==> src/rtl/chain_dp_update.sv <==
// chain_dp_update: per-anchor chaining DP step, f_i = max(hdr_w, max_j sat(f_j + score(i,j))).
// Optional early termination on MAX_SKIP consecutive misses is built when CHAIN_DP_SKIP_EN is defined.
`default_nettype none

module chain_dp_update #(
    parameter int IDX_W    = 16,
    parameter int SC_W     = 32,
    parameter int MAX_SKIP = 25
) (
    input  logic             clk,
    input  logic             reset,
    input  logic             hdr_valid,
    output logic             hdr_ready,
    input  logic [IDX_W-1:0] hdr_idx,
    input  logic [SC_W-1:0]  hdr_w,
    input  logic             hdr_nopred,
    input  logic             p_valid,
    output logic             p_ready,
    input  logic [IDX_W-1:0] p_idx,
    input  logic [SC_W-1:0]  p_score,
    input  logic [SC_W-1:0]  p_f,
    input  logic             p_last,
    output logic             o_valid,
    input  logic             o_ready,
    output logic [IDX_W-1:0] o_idx,
    output logic [SC_W-1:0]  o_f,
    output logic [IDX_W-1:0] o_pred,
    output logic             o_has_pred
);

    localparam logic [1:0] IDLE  = 2'd0;
    localparam logic [1:0] ACCUM = 2'd1;
    localparam logic [1:0] OUT   = 2'd2;
`ifdef CHAIN_DP_SKIP_EN
    localparam logic [1:0] DRAIN = 2'd3;
    localparam int SKIP_W = $clog2(MAX_SKIP + 1);
`endif

    localparam logic signed [SC_W-1:0] SC_MAX = {1'b0, {(SC_W-1){1'b1}}};
    localparam logic signed [SC_W-1:0] SC_MIN = {1'b1, {(SC_W-1){1'b0}}};

    if (MAX_SKIP < 1) begin : g_max_skip_check
        $error("MAX_SKIP must be at least 1");
    end

    logic [1:0]              state;
    logic [1:0]              next_state;
    logic signed [SC_W-1:0]  best_f;
    logic [IDX_W-1:0]        best_j;
    logic                    has;
    logic [IDX_W-1:0]        idx;
    logic signed [SC_W-1:0]  cand;
    logic signed [SC_W:0]    wide_sum;
    logic                    improve;
    logic                    hdr_fire;
    logic                    p_fire;
    logic                    o_fire;

    // One extra bit catches signed overflow; the sign of the wide sum picks the clamp direction.
    assign wide_sum = {p_f[SC_W-1], p_f} + {p_score[SC_W-1], p_score};
    always_comb begin
        cand = wide_sum[SC_W-1:0];
        if (wide_sum[SC_W] != wide_sum[SC_W-1]) begin
            cand = wide_sum[SC_W] ? SC_MIN : SC_MAX;
        end
    end

    assign improve  = cand > best_f;
    assign hdr_fire = hdr_valid && hdr_ready;
    assign p_fire   = p_valid && p_ready;
    assign o_fire   = o_valid && o_ready;

`ifdef CHAIN_DP_SKIP_EN
    logic [SKIP_W-1:0] skip_cnt;
    logic [SKIP_W-1:0] skip_next;
    logic              skip_hit;

    assign skip_next = (skip_cnt == SKIP_W'(MAX_SKIP)) ? skip_cnt : skip_cnt + 1'b1;
    assign skip_hit  = !improve && (skip_next == SKIP_W'(MAX_SKIP));
`endif

    always_ff @(posedge clk or posedge reset) begin
        if (reset) begin
            state <= IDLE;
        end else begin
            state <= next_state;
        end
    end

    always_comb begin
        next_state = state;
        case (state)
            IDLE: begin
                if (hdr_fire) begin
                    next_state = hdr_nopred ? OUT : ACCUM;
                end
            end
            ACCUM: begin
                if (p_fire) begin
                    if (p_last) begin
                        next_state = OUT;
`ifdef CHAIN_DP_SKIP_EN
                    end else if (skip_hit) begin
                        next_state = DRAIN;
`endif
                    end
                end
            end
`ifdef CHAIN_DP_SKIP_EN
            DRAIN: begin
                if (p_fire && p_last) begin
                    next_state = OUT;
                end
            end
`endif
            OUT: begin
                if (o_fire) begin
                    next_state = IDLE;
                end
            end
            default: next_state = IDLE;
        endcase
    end

    always_comb begin
        hdr_ready = 1'b0;
        p_ready   = 1'b0;
        o_valid   = 1'b0;
        case (state)
            IDLE:  hdr_ready = 1'b1;
            ACCUM: p_ready   = 1'b1;
`ifdef CHAIN_DP_SKIP_EN
            DRAIN: p_ready   = 1'b1;
`endif
            OUT:   o_valid   = 1'b1;
            default: ;
        endcase
    end

    always_ff @(posedge clk or posedge reset) begin
        if (reset) begin
            best_f   <= '0;
            best_j   <= '0;
            has      <= 1'b0;
            idx      <= '0;
`ifdef CHAIN_DP_SKIP_EN
            skip_cnt <= '0;
`endif
        end else if (hdr_fire) begin
            best_f   <= hdr_w;
            best_j   <= '0;
            has      <= 1'b0;
            idx      <= hdr_idx;
`ifdef CHAIN_DP_SKIP_EN
            skip_cnt <= '0;
`endif
        end else if (state == ACCUM && p_fire) begin
            // Strict compare: on a tie the earlier predecessor stays.
            if (improve) begin
                best_f   <= cand;
                best_j   <= p_idx;
                has      <= 1'b1;
`ifdef CHAIN_DP_SKIP_EN
                skip_cnt <= '0;
`endif
            end else begin
`ifdef CHAIN_DP_SKIP_EN
                skip_cnt <= skip_next;
`endif
            end
        end
    end

    assign o_idx      = idx;
    assign o_f        = best_f;
    assign o_pred     = best_j;
    assign o_has_pred = has;

endmodule

`default_nettype wire

==> config.mk <==
export PLATFORM = sky130hd
export DESIGN_NAME = chain_dp_update
export DESIGN_NICKNAME = d
export VERILOG_FILES = /design/src/rtl/chain_dp_update.sv
export SDC_FILE = /design/constraint.sdc
export NUM_CORES = 1
export LEC_CHECK = 0
export BUFFER_PORTS_ARGS = -buffer_cell sky130_fd_sc_hd__buf_4
export CORE_MARGIN = 5
export CORE_UTILIZATION = 55
export CTS_BUF_LIST = sky130_fd_sc_hd__clkbuf_16
export DETAILED_ROUTE_END_ITERATION = 12
export GPL_ROUTABILITY_DRIVEN = 0
export HOLD_SLACK_MARGIN = 0.05
export PLACE_DENSITY_LB_ADDON = 0.05
export SETUP_SLACK_MARGIN = 0.1
export SYNTH_ARGS = -nofsm -noshare
export SYNTH_HDL_FRONTEND = slang
export SYNTH_SLANG_ARGS = --single-unit
==> constraint.sdc <==
create_clock -name clk -period 6.1 [get_ports clk]
set_clock_uncertainty 0.15 [all_clocks]
set_input_delay 0.61 -clock clk [delete_from_list [all_inputs] [get_ports clk]]
set_output_delay 0.61 -clock clk [all_outputs]
set_load 0.05 [all_outputs]
* Yosys cells after proc, flatten, opt, wreduce, memory -nomap -nowiden
Cells that the tools add are included.
Word-level totals: bits in registers 67, latch bits 0, memory bits (writable) 0, bits in read-only memories 0, memories 0
Operators by class: add/sub/neg operators 1, $mul 0, div/mod/pow operators 0, order comparisons 1, equal/unequal tests 7, shift operators 0, muxes and demuxes 20, bitwise operators 0, reductions and logical operators 9
Operator list (number):
- 32-bit two-way mux | 5
- 16-bit two-way mux | 3
- 32-bit by 32-bit adder with 33-bit output | 1
- 32-bit greater-than comparator | 1
- 2-bit two-way mux | 5
- 2-bit inequality test (second input constant) | 4
- 1-bit two-way mux | 6
- 2-bit case mux with 3 select lines | 1
- 1-bit logical AND | 4
- 4-bit AND reduction | 1
- 2-bit nonzero test | 2
- 2-bit by 1-bit == test with 1-bit output (second input constant) | 1
- 2-bit == test (second input constant) | 1
- 2-bit zero test | 1
- 2-bit AND reduction | 1
- 1-bit inequality test | 1

* Logic depth before layout (Yosys ltp)
Gate-level depths: netlist (run 1).
depth in word-level cells 7, gate-level depth with buffers 23

* Worst setup path after synthesis (run 1)
Ideal clock, no wire load.
path type input-to-reg, start in p_score[0], end reg best_f[13] (netlist: o_f[13]), library setup time 152 ps, data arrival time 5050 ps, required time 5798 ps, path slack 748 ps, stages on the path 23, path through ha_1 -> fa_1 -> a211oi_1 -> o211a_1 -> or4_4 -> a21oi_4 -> o2111ai_2 -> a21o_1 -> mux2_4 -> buf_2 -> buf_2 -> nand2_1 -> ha_1 -> nand4_1 -> nor4_1 -> nor3b_1 -> o311a_1 -> o31ai_1 -> nor3b_1 -> buf_2 -> inv_1 -> clkbuf_1 -> a32oi_2
On the way: longest elaborated chain between the ends 6, elaborated cells on any way between the ends 10, those cells by class add/sub: 1; order compare: 1; eq/ne: 1; mux: 5; reduce/logical: 2
RTL lines:
- start, declared | line 20 | input logic [SC_W-1:0] p_score,
- 32-bit by 32-bit adder with 33-bit output (*) | line 60 | assign wide_sum = {p_f[SC_W-1], p_f} + {p_score[SC_W-1], p_score};
- 32-bit two-way mux or 1-bit inequality test (tied branches) | line 64, 63
- 32-bit two-way mux (*) | line 63 | if (wide_sum[SC_W] != wide_sum[SC_W-1]) begin
- 32-bit greater-than comparator or 32-bit two-way mux (tied branches) | line 68, 159
- 2-bit nonzero test (no line) or 32-bit two-way mux (tied branches)
- 2-bit AND reduction (no line) or 32-bit two-way mux (tied branches)
- end signal, assigned | line 150 | best_f <= hdr_w;
- end signal, assigned | line 160 | best_f <= cand;
- end, declared | line 48 | logic signed [SC_W-1:0] best_f;
Mark *: on every way between the ends. The rest lies on a longest branch, timed or not. The select of a mux whose other input is x is not followed. A chain may end at the register's enable or synchronous reset.

* Final worst setup path (run 1)
start in p_score[0], end reg best_f[28] (netlist: o_f[28])
The elaborated chain is that of the path after synthesis.

==> results.sh, run 1 <==
export IMPL_clk_pin_slew_ns=0.06
export IMPL_vias=6189
export IMPL_die_area_um2=12500
export IMPL_slew_viol_final=0
export IMPL_h_tree_depth=3
export IMPL_cts_tree="yes"
export IMPL_worst_ep_arrival_time_ns=5.78
export IMPL_hold_path_class="in -> reg"
export IMPL_cellLeakagePower_uw=0.00390
export IMPL_yosysWarningCount=0
export IMPL_fmax_mhz=174
export IMPL_p_clk_share_pct=12.5
export IMPL_wire_per_inst_um=17.2
export IMPL_worst_slew_pin_slew_ns=0.848
export IMPL_ys_flop_type="dfrtp_1"
export IMPL_synth_area_um2=5690
export IMPL_cts_inserted_buffers=9
export IMPL_fin_cells=1058
export IMPL_synth_edf_count=0
export IMPL_criticalPathCategory="in -> reg"
export IMPL_avgSynthCellArea_um2=7.86
export IMPL_grt_overflow_total=0
export IMPL_syn_nets=924
export IMPL_viasPerCell=5.85
export IMPL_powerDensity_nw_per_um2=479
export IMPL_wl_mm=18.2
export IMPL_dp_cells=1041
export IMPL_syn_to_final_growth_pct=34.2
export IMPL_cts_sinks=67
export IMPL_cp_top_family="simple AND/OR/NAND/NOR gates"
export IMPL_finalCritPeriodShare_pct=94.1
export IMPL_path_buf_inv=3
export IMPL_power_uw=3660
export IMPL_grt_pass1_vias=5991
export IMPL_fillers=795
export IMPL_rsz0062_at_grt="no"
export IMPL_yosysTopAreaCellShare_pct=29.5
export IMPL_p_int_uw=1730
export IMPL_seq_area_frac_synth_pct=29.5
export IMPL_cp_cell_sequence="buf_4 -> ha_1 -> fa_1 -> a211oi_1 -> o211a_1 -> or4_4 -> a21oi_4 -> o2111ai_2 -> nand3_2 -> o21ai_1 -> buf_4 -> a31oi_1 -> ha_1 -> nand4_1 -> nor4_2 -> nor3b_2 -> o311a_1 -> nor3_1 -> nor3b_2 -> buf_4 -> and2_4 -> a22oi_1"
export IMPL_start_util_pct=55.9
export IMPL_grt_pass1_wl_mm=29.0
export IMPL_finalHoldViolCount=0
export IMPL_cp_end_kind="flop"
export IMPL_min_period_ns=5.74
export IMPL_max_stage_delay_ns=0.45
export IMPL_die_y_um=112
export IMPL_drc=0
export IMPL_multi_input_area_um2=3780
export IMPL_place_hpwl_mm=14.1
export IMPL_synthArstFlopShare_pct=100
export IMPL_comb_power_share_pct=65.8
export IMPL_drt_iter0_drc=541
export IMPL_final_setup_viol_count=0
export IMPL_crit_path_frequent_cell="buf_4"
export IMPL_ys_types=57
export IMPL_worstPathRequired_ns=6.14
export IMPL_postLayoutCellArea_um2=7630
export IMPL_synth_seq_cells=67
export IMPL_clk_latency_ns=0.33
export IMPL_fin_tns_setup_ns=0
export IMPL_clk_path_buf_depth=2
export IMPL_ir_worst_vdd_v=0.000324
export IMPL_grt_use_total_pct=28.0
export IMPL_synth_largest_area_cell="dfrtp_1"
export IMPL_sequentialPowerShare_pct=21.7
export IMPL_status="completed"
export IMPL_path_max_fanout=22
export IMPL_place_area_um2=7330
export IMPL_slew_limit_headroom_pct=43.5
export IMPL_grt_max_degree=68
export IMPL_die_x_um=112
export IMPL_nNetsFinal=1117
export IMPL_worstSetupStartpointType="primary input"
export IMPL_cap_violations=0
export IMPL_ios=203
export IMPL_antenna_found_initial=0
export IMPL_core_um2=10200
export IMPL_antenna_cells=0
export IMPL_switchingPower_uw=1930
export IMPL_synth_cells=724
export IMPL_portBuffers=202
export IMPL_antenna_left=0
export IMPL_root_buffer="clkbuf_16"
export IMPL_swShare_pct=52.7
export IMPL_synthTopCellsByArea="dfrtp_1 29%, ha_1 14%, nand2_1 11%, a21oi_1 5.3%, o21ai_0 4.2%"
export IMPL_drtPass1Iterations=5
export IMPL_rows=37
export IMPL_ff_latch_area_um2=1680
export IMPL_critPathSlowestCell="fa_1"
export IMPL_drive_gt1_share_pct=27.4
export IMPL_post_cts_buffers=0
through the flow:
stage | hold slack (ns) | setup WS [ns] | util (%)
2_1_floorplan | 0.365 | 0.748 | -
6_report | 0.312 | 0.362 | 74.9
3_3_place_gp | 0.308 | 0.128 | 71.9
3_5_place_dp | 0.316 | -0.0651 | 71.9
5_1_grt | 0.318 | 0.0305 | 74.9
4_1_cts | 0.306 | 0.168 | 74.5
power by group through the flow:
stage / Clock (uW) / Sequential [uW] / Combinational, uW
after floorplan: 0 / 1470 / 971
final: 458 / 792 / 2410
after detailed placement: 0 / 795 / 2360
after global routing: 484 / 818 / 2570
after global placement: 0 / 788 / 2310
after CTS: 464 / 789 / 2380
tightest hold or removal path: stages:
cell     delay (ns)
buf_4          0.07
nand2_1        0.03
nand2_1        0.04
what timing repair did:
action / in CTS / in global routing
setup endpoints to repair: 0 / 49
resized for setup: 0 / 7
hold buffers: 0 / 0
logic make-up (layout without fill, tap and decap cells):
logic type	count (synthesis)	in the layout	share of synthesized area, %
and+or+nand+nor	260	260	19.4
AOI/OAI and AO/OA	232	232	27.2
buffers and inverters	72	269	4.99
DFF	67	67	29.5
adders and majority gates	65	65	14.4
xor gates and xnor gates	27	27	4.16
muxes	1	2	0.264
sequential cells by signal, summed over array words and instances (netlist names):
signal      cells
state           2
o_idx          16
o_f            32
o_has_pred      1
o_pred         16
metal layers:
metal | part of all wire [%] | up-vias | track usage, %
met3 | 8.6 | 48 | 5.49
met4 | 3.0 | 0 | 10.9
li1 | - | 2982 | -
met5 | 0 | - | 0
met1 | 41 | 2846 | 35.4
met2 | 47 | 313 | 47.1
final timing paths:
| kind | from | endpoint | slack, ns | cells past startpoint |
|---|---|---|---|---|
| setup reg to reg | o_f[28] | o_f[28] | 2.83 | 11 |
| setup / recovery | p_score[0] | o_f[28] | 0.36 | 22 |
| max in group asynchronous | reset | o_pred[14] | 4.86 | 3 |
| min in group asynchronous | reset | o_idx[15] | 0.40 | 3 |
| hold reg to reg | o_idx[6] | o_idx[6] | 0.33 | 2 |
| hold / removal | hdr_idx[2] | o_idx[2] | 0.31 | 3 |
placed cells by master, fill, tap and decap left out, drive strengths merged, types with 3 or more instances in the layout:
master and n:
buf 212, nand2 165, dfrtp 67, ha 64, a21oi 61, o21ai 49
inv 43, nor2 42, a211oi 20, a21o 19, a31oi 19, xnor2 18
nand3 11, o21a 10, xor2 9, clkbuf 9, nand4 8, a22oi 8
and3 7, a22o 7, nor2b 7, nor3 6, a32oi 6, o22ai 5
and2 5, o21bai 4, o211ai 4, o31ai 3, a211o 3, clkinv 3
o2111ai 3
final cells by class:
cell class,instances,area share [%]
Timing Repair Buffer,212,20.9
Clock inverter,7,0.492
Clock buffer,9,2.95
Inverter,41,2.02
Tap cell,136,2.23
Multi-Input combinational cell,586,49.5
Sequential cell,67,22.0
synthesized netlist by cell type (4+ instances only):
cell type and n:
dfrtp_1 67, o21a_1 10, nor3_1 6, a22oi_1 7, and2_1 4, o211ai_1 4, a31oi_1 19, xnor2_1 18
a211oi_1 20, buf_1 8, buf_2 5, nor2b_1 7, xor2_1 9, clkbuf_1 17, o22ai_1 5, a21o_1 19
and3_1 7, a21oi_1 60, nand3_1 11, a32oi_2 6, nand4_1 8, nand2_1 165, ha_1 64, nor2_1 42
a22o_1 7, o21ai_0 48, o21bai_1 4, inv_1 41
No activity file was read; power rests on OpenSTA's default activity.
==> run 2, diff against run 1 <==
- CORE_UTILIZATION: 55 -> 56
- CTS_BUF_LIST: sky130_fd_sc_hd__clkbuf_16 -> sky130_fd_sc_hd__clkbuf_2 sky130_fd_sc_hd__clkbuf_4 sky130_fd_sc_hd__clkbuf_8
==> results.sh, run 2 (same netlist as run 1, synthesis figures left out) <==
export IMPL_status="completed"
export IMPL_grt_pass1_vias=6001
export IMPL_whs_endpoint="o_idx[8]"
export IMPL_ctsHoldBuffers=0
export IMPL_portBuffers=202
export IMPL_grt_max_degree=68
export IMPL_worst_ep_arrival_time_ns=5.88
export IMPL_cts_inserted_buffers=9
export IMPL_die_area_um2=12300
export IMPL_regToRegStartpoint="o_f[31]"
export IMPL_slew_viol_final=0
export IMPL_clk_latency_ns=0.35
export IMPL_drive_gt1_share_pct=27.6
export IMPL_cts_tree="yes"
export IMPL_min_period_ns=5.79
export IMPL_clk_pin_slew_ns=0.07
export IMPL_ir_worst_vdd_v=0.000295
export IMPL_r2r_end="o_f[21]"
export IMPL_place_hpwl_mm=14.1
export IMPL_nNetsFinal=1119
export IMPL_fillers=719
export IMPL_syn_to_final_growth_pct=33.7
export IMPL_largest_reg_flops=32
export IMPL_final_setup_viol_count=0
export IMPL_core_um2=9820
export IMPL_cap_violations=0
export IMPL_worst_slack_ns=0.313
export IMPL_dp_cells=1038
export IMPL_start_util_pct=57.9
export IMPL_ios=203
export IMPL_whs_ns=0.298
export IMPL_whs_path_depth=3
export IMPL_drc=0
export IMPL_fmax_mhz=173
export IMPL_wl_mm=17.9
export IMPL_grt_use_total_pct=27.9
export IMPL_grt_pass1_wl_mm=28.8
export IMPL_worstPathRequired_ns=6.19
export IMPL_worstSetupStartpointType="primary input"
export IMPL_rrSetupSlack_ns=2.81
export IMPL_worst_slew_pin_slew_ns=0.850
export IMPL_die_x_um=111
export IMPL_path_max_fanout=18
export IMPL_die_y_um=111
export IMPL_antenna_cells=0
export IMPL_grt_overflow_total=0
export IMPL_antenna_found_initial=0
export IMPL_wire_per_inst_um=16.9
export IMPL_criticalPathCategory="in -> reg"
export IMPL_h_tree_depth=3
export IMPL_viasPerCell=5.86
export IMPL_final_common_cell="buf_4"
export IMPL_final_cell_mix="213 x buf_4, 165 x nand2_1, 67 x dfrtp_1"
export IMPL_cts_sinks=67
export IMPL_vias=6196
export IMPL_fin_cells=1057
export IMPL_antenna_left=0
export IMPL_reg2reg_depth=12
export IMPL_rows=36
export IMPL_worstHoldStart="hdr_idx[8]"
export IMPL_root_buffer="clkbuf_8"
export IMPL_finalCritPeriodShare_pct=94.9
export IMPL_drt_iter0_drc=573
export IMPL_slew_limit_headroom_pct=43.3
export IMPL_cp_end_kind="flop"
export IMPL_finalHoldViolCount=0
export IMPL_powerDensity_nw_per_um2=473
export IMPL_rsz0062_at_grt="no"
export IMPL_drtPass1Iterations=5
export IMPL_cellLeakagePower_uw=0.00388
export IMPL_clk_path_buf_depth=2
export IMPL_preCtsSetupSlack_ns=-0.165
export IMPL_hold_path_class="in -> reg"
[run 2: cell types whose count changed in the layout (fill, tap and decap cells not counted), sizes merged]
| cell | delta |
|---|---|
| clkinv | -3 |
| buf | +2 |
| clkbuf | +4 |
| clkinvlp | +1 |
| bufinv | +1 |
| inv | -3 |
[run 2: worst max-delay path by stage]
stage | startpoint | depth (start not counted) | endpoint | slack (ns)
6_report | p_score[4] | 21 | o_f[21] | 0.31
3_3_place_gp | p_score[0] | 21 | o_f[21] | 0.21
2_1_floorplan | p_score[0] | 23 | o_f[13] | 0.75
4_1_cts | p_score[25] | 20 | o_f[21] | 0.20
5_1_grt | p_score[4] | 21 | o_f[21] | 0.08
3_5_place_dp | p_score[25] | 20 | o_f[21] | -0.16
[run 2: critical path: stages]
cell and delay [ns]:
buf_4 0.11, ha_1 0.37, o211ai_1 0.15, o211a_1 0.27
or4_4 0.55, a21oi_4 0.21, o2111ai_2 0.18, a21o_1 0.36
mux2_4 0.42, a21oi_1 0.27, ha_1 0.30, a21oi_1 0.14
o21ai_0 0.10, a21oi_1 0.24, o21ai_0 0.15, o31ai_1 0.28
nor3b_2 0.28, buf_4 0.29, clkinvlp_4 0.19, buf_12 0.17
o21ba_2 0.21
[run 2: what timing repair did]
action	in CTS	in global routing
gates resized for setup	0	6
endpoints found under the setup margin	0	49
buffers inserted	0	2
[run 2: per-stage QoR]
step	area, um2	utilization, %	total power, uW	setup TNS, ns
after global placement	7320	74.6	3100	0
after detailed placement	7320	74.6	3160	-1.28
after global routing	7610	77.5	3820	0
final	7610	77.5	3600	0
after CTS	7540	76.8	3570	0
after floorplan	5690	-	2440	0
[run 2: metal layers]
layer | vias to the layer above | routed length, um | share of wire, % | track usage, %
met5 | - | 0 | 0 | 0
met1 | 2848 | 7190 | 40 | 35.0
li1 | 2979 | - | - | -
met3 | 39 | 1520 | 8.5 | 5.08
met4 | 0 | 401 | 2.2 | 10.0
met2 | 330 | 8790 | 49 | 48.2
[run 2: cell type report]
cell class,instances,area [um2],share of cell area (%)
Clock inverter,3,45.0,0.592
Multi-Input combinational cell,586,3770,49.5
Timing Repair Buffer,214,1620,21.3
Tap cell,133,166,2.19
Inverter,41,158,2.07
Sequential cell,67,1680,22.0
Clock buffer,13,173,2.27
[run 2: power breakdown]
group          internal (uW)  switching (uW)
Combinational            812            1600
Clock                    227             175
Sequential               652             138
Total                   1690            1910
==> run 3, diff against run 2 <==
- CORE_UTILIZATION: 56 -> 47
- clock period: 6.1 -> 5.15 ns (I/O delays scaled with it)
==> results.sh, run 3 (same netlist as run 1, synthesis figures left out) <==
export IMPL_status="completed"
export IMPL_powerDensity_nw_per_um2=513
export IMPL_worst_slack_ns=0.124
export IMPL_preCtsSetupSlack_ns=-0.427
export IMPL_grt_busiest_layer="met2"
export IMPL_fmax_mhz=199
export IMPL_path_max_fanout=7
export IMPL_comb_power_share_pct=70.1
export IMPL_whs_ns=0.203
export IMPL_use_met2_pct=45.1
export IMPL_finalCritPeriodShare_pct=97.6
export IMPL_cts_inserted_buffers=9
export IMPL_vias=6661
export IMPL_syn_to_final_growth_pct=59.0
export IMPL_cp_end_kind="flop"
export IMPL_die_x_um=120
export IMPL_die_area_um2=14400
export IMPL_sequentialPowerShare_pct=20.2
export IMPL_min_period_ns=5.03
export IMPL_worst_ep_arrival_time_ns=5.12
export IMPL_wire_per_inst_um=17.0
export IMPL_drtPass1Iterations=5
export IMPL_grt_overflow_total=0
export IMPL_grt_pass1_vias=6277
export IMPL_criticalPathCategory="in -> reg"
export IMPL_grt_use_total_pct=25.1
export IMPL_drc=0
export IMPL_cts_tree="yes"
export IMPL_drive_gt1_share_pct=41.8
export IMPL_ir_worst_vdd_v=0.000215
export IMPL_ff_latch_area_um2=1680
export IMPL_swShare_pct=52.1
export IMPL_hold_path_class="in -> reg"
export IMPL_grt_max_degree=68
export IMPL_viasPerCell=5.59
export IMPL_grtUsageMet3_pct=4.24
export IMPL_antenna_cells=0
export IMPL_final_setup_viol_count=0
export IMPL_nNetsFinal=1240
export IMPL_clk_latency_ns=0.35
export IMPL_cellLeakagePower_uw=0.00457
export IMPL_power_uw=4640
export IMPL_rsz0062_at_grt="yes"
export IMPL_place_hpwl_mm=15.1
export IMPL_ctsHoldBuffers=0
export IMPL_slew_viol_final=0
export IMPL_cap_violations=0
export IMPL_clk_pin_slew_ns=0.08
export IMPL_h_tree_depth=3
export IMPL_switchingPower_uw=2420
export IMPL_portBuffers=202
export IMPL_start_util_pct=47.6
export IMPL_rows=40
export IMPL_wl_mm=20.2
export IMPL_drt_iter0_drc=456
export IMPL_largest_reg_flops=32
export IMPL_worst_slew_pin_slew_ns=1.24
export IMPL_use_met1_pct=31.0
export IMPL_cts_sinks=67
export IMPL_clk_path_buf_depth=2
export IMPL_finalHoldViolCount=0
export IMPL_root_buffer="clkbuf_8"
export IMPL_final_cell_mix="322 x buf_4, 160 x nand2_1, 67 x dfrtp_1"
export IMPL_ios=203
export IMPL_antenna_found_initial=0
export IMPL_p_clk_share_pct=9.8
export IMPL_worstSetupStartpointType="primary input"
export IMPL_die_y_um=120
export IMPL_grt_pass1_wl_mm=29.6
export IMPL_worstPathRequired_ns=5.25
export IMPL_p_int_uw=2220
export IMPL_antenna_left=0
export IMPL_fillers=925
export IMPL_final_common_cell="buf_4"
export IMPL_core_um2=12000
export IMPL_multi_input_area_um2=4250
export IMPL_slew_limit_headroom_pct=17.3
run 3: critical path: stages:
cell and delay, ns:
buf_4 0.12, ha_4 0.26, buf_4 0.10, a211oi_2 0.06
o211a_1 0.25, or4_4 0.44, a21oi_4 0.18, o2111ai_4 0.19
a21o_4 0.27, mux2_4 0.33, nand2_1 0.08, ha_1 0.25
buf_4 0.16, a21oi_1 0.15, o21ai_0 0.14, a21oi_1 0.26
o21ai_1 0.12, o31ai_2 0.26, nor3b_4 0.34, buf_6 0.18
clkinvlp_4 0.12, buf_12 0.16, o21ba_4 0.18
run 3: final timing paths:
check / startpoint / endpoint / slack [ns] / depth (start not counted)
min in group asynchronous: reset / o_idx[10] / 0.28 / 3
worst min-delay path: hdr_idx[0] / o_idx[0] / 0.20 / 3
worst max-delay path: p_f[2] / o_f[21] / 0.12 / 23
max in group asynchronous: reset / o_pred[9] / 3.99 / 3
worst max register to register: o_f[27] / o_f[21] / 2.06 / 13
worst min register to register: o_idx[6] / o_idx[6] / 0.33 / 2
run 3: layout make-up:
class | count | share of cell area, %
clock buffer | 10 | 1.52
clock inverter | 6 | 0.719
inverter | 41 | 1.74
multi-input combinational | 587 | 47.0
sequential | 67 | 18.5
tap | 147 | 2.03
timing repair buffer | 334 | 28.5
run 3: power by group through the flow:
stage | Clock, uW | Combinational [uW] | Sequential (uW)
6_report | 454 | 3250 | 936
5_1_grt | 484 | 3480 | 970
4_1_cts | 456 | 2990 | 934
3_5_place_dp | 0 | 2960 | 943
3_3_place_gp | 0 | 2910 | 934
2_1_floorplan | 0 | 1160 | 1740
run 3: stage by stage:
step                utilization (%)  std cells  cell area, um2  setup TNS, ns
global placement               68.2       1160            8160          -7.11
floorplan                         -        724            5710              0
CTS                            70.4       1178            8420              0
global route                   75.6       1192            9050         -0.512
detailed placement             68.2       1160            8160         -13.83
finish                         75.6       1192            9050              0
run 3: routing by layer:
metal  share of wire (%)  wire [um]
met5                   0          0
met4                 1.6        314
met3                 6.3       1280
met2                  51      10300
met1                  41       8370
run 3: repair_timing:
item                                    4_1_cts  5_1_grt
setup buffers                                 2       11
gates cloned                                  0        3
resized for setup                             7       97
pin swaps                                     0       42
endpoints found under the setup margin       25       49
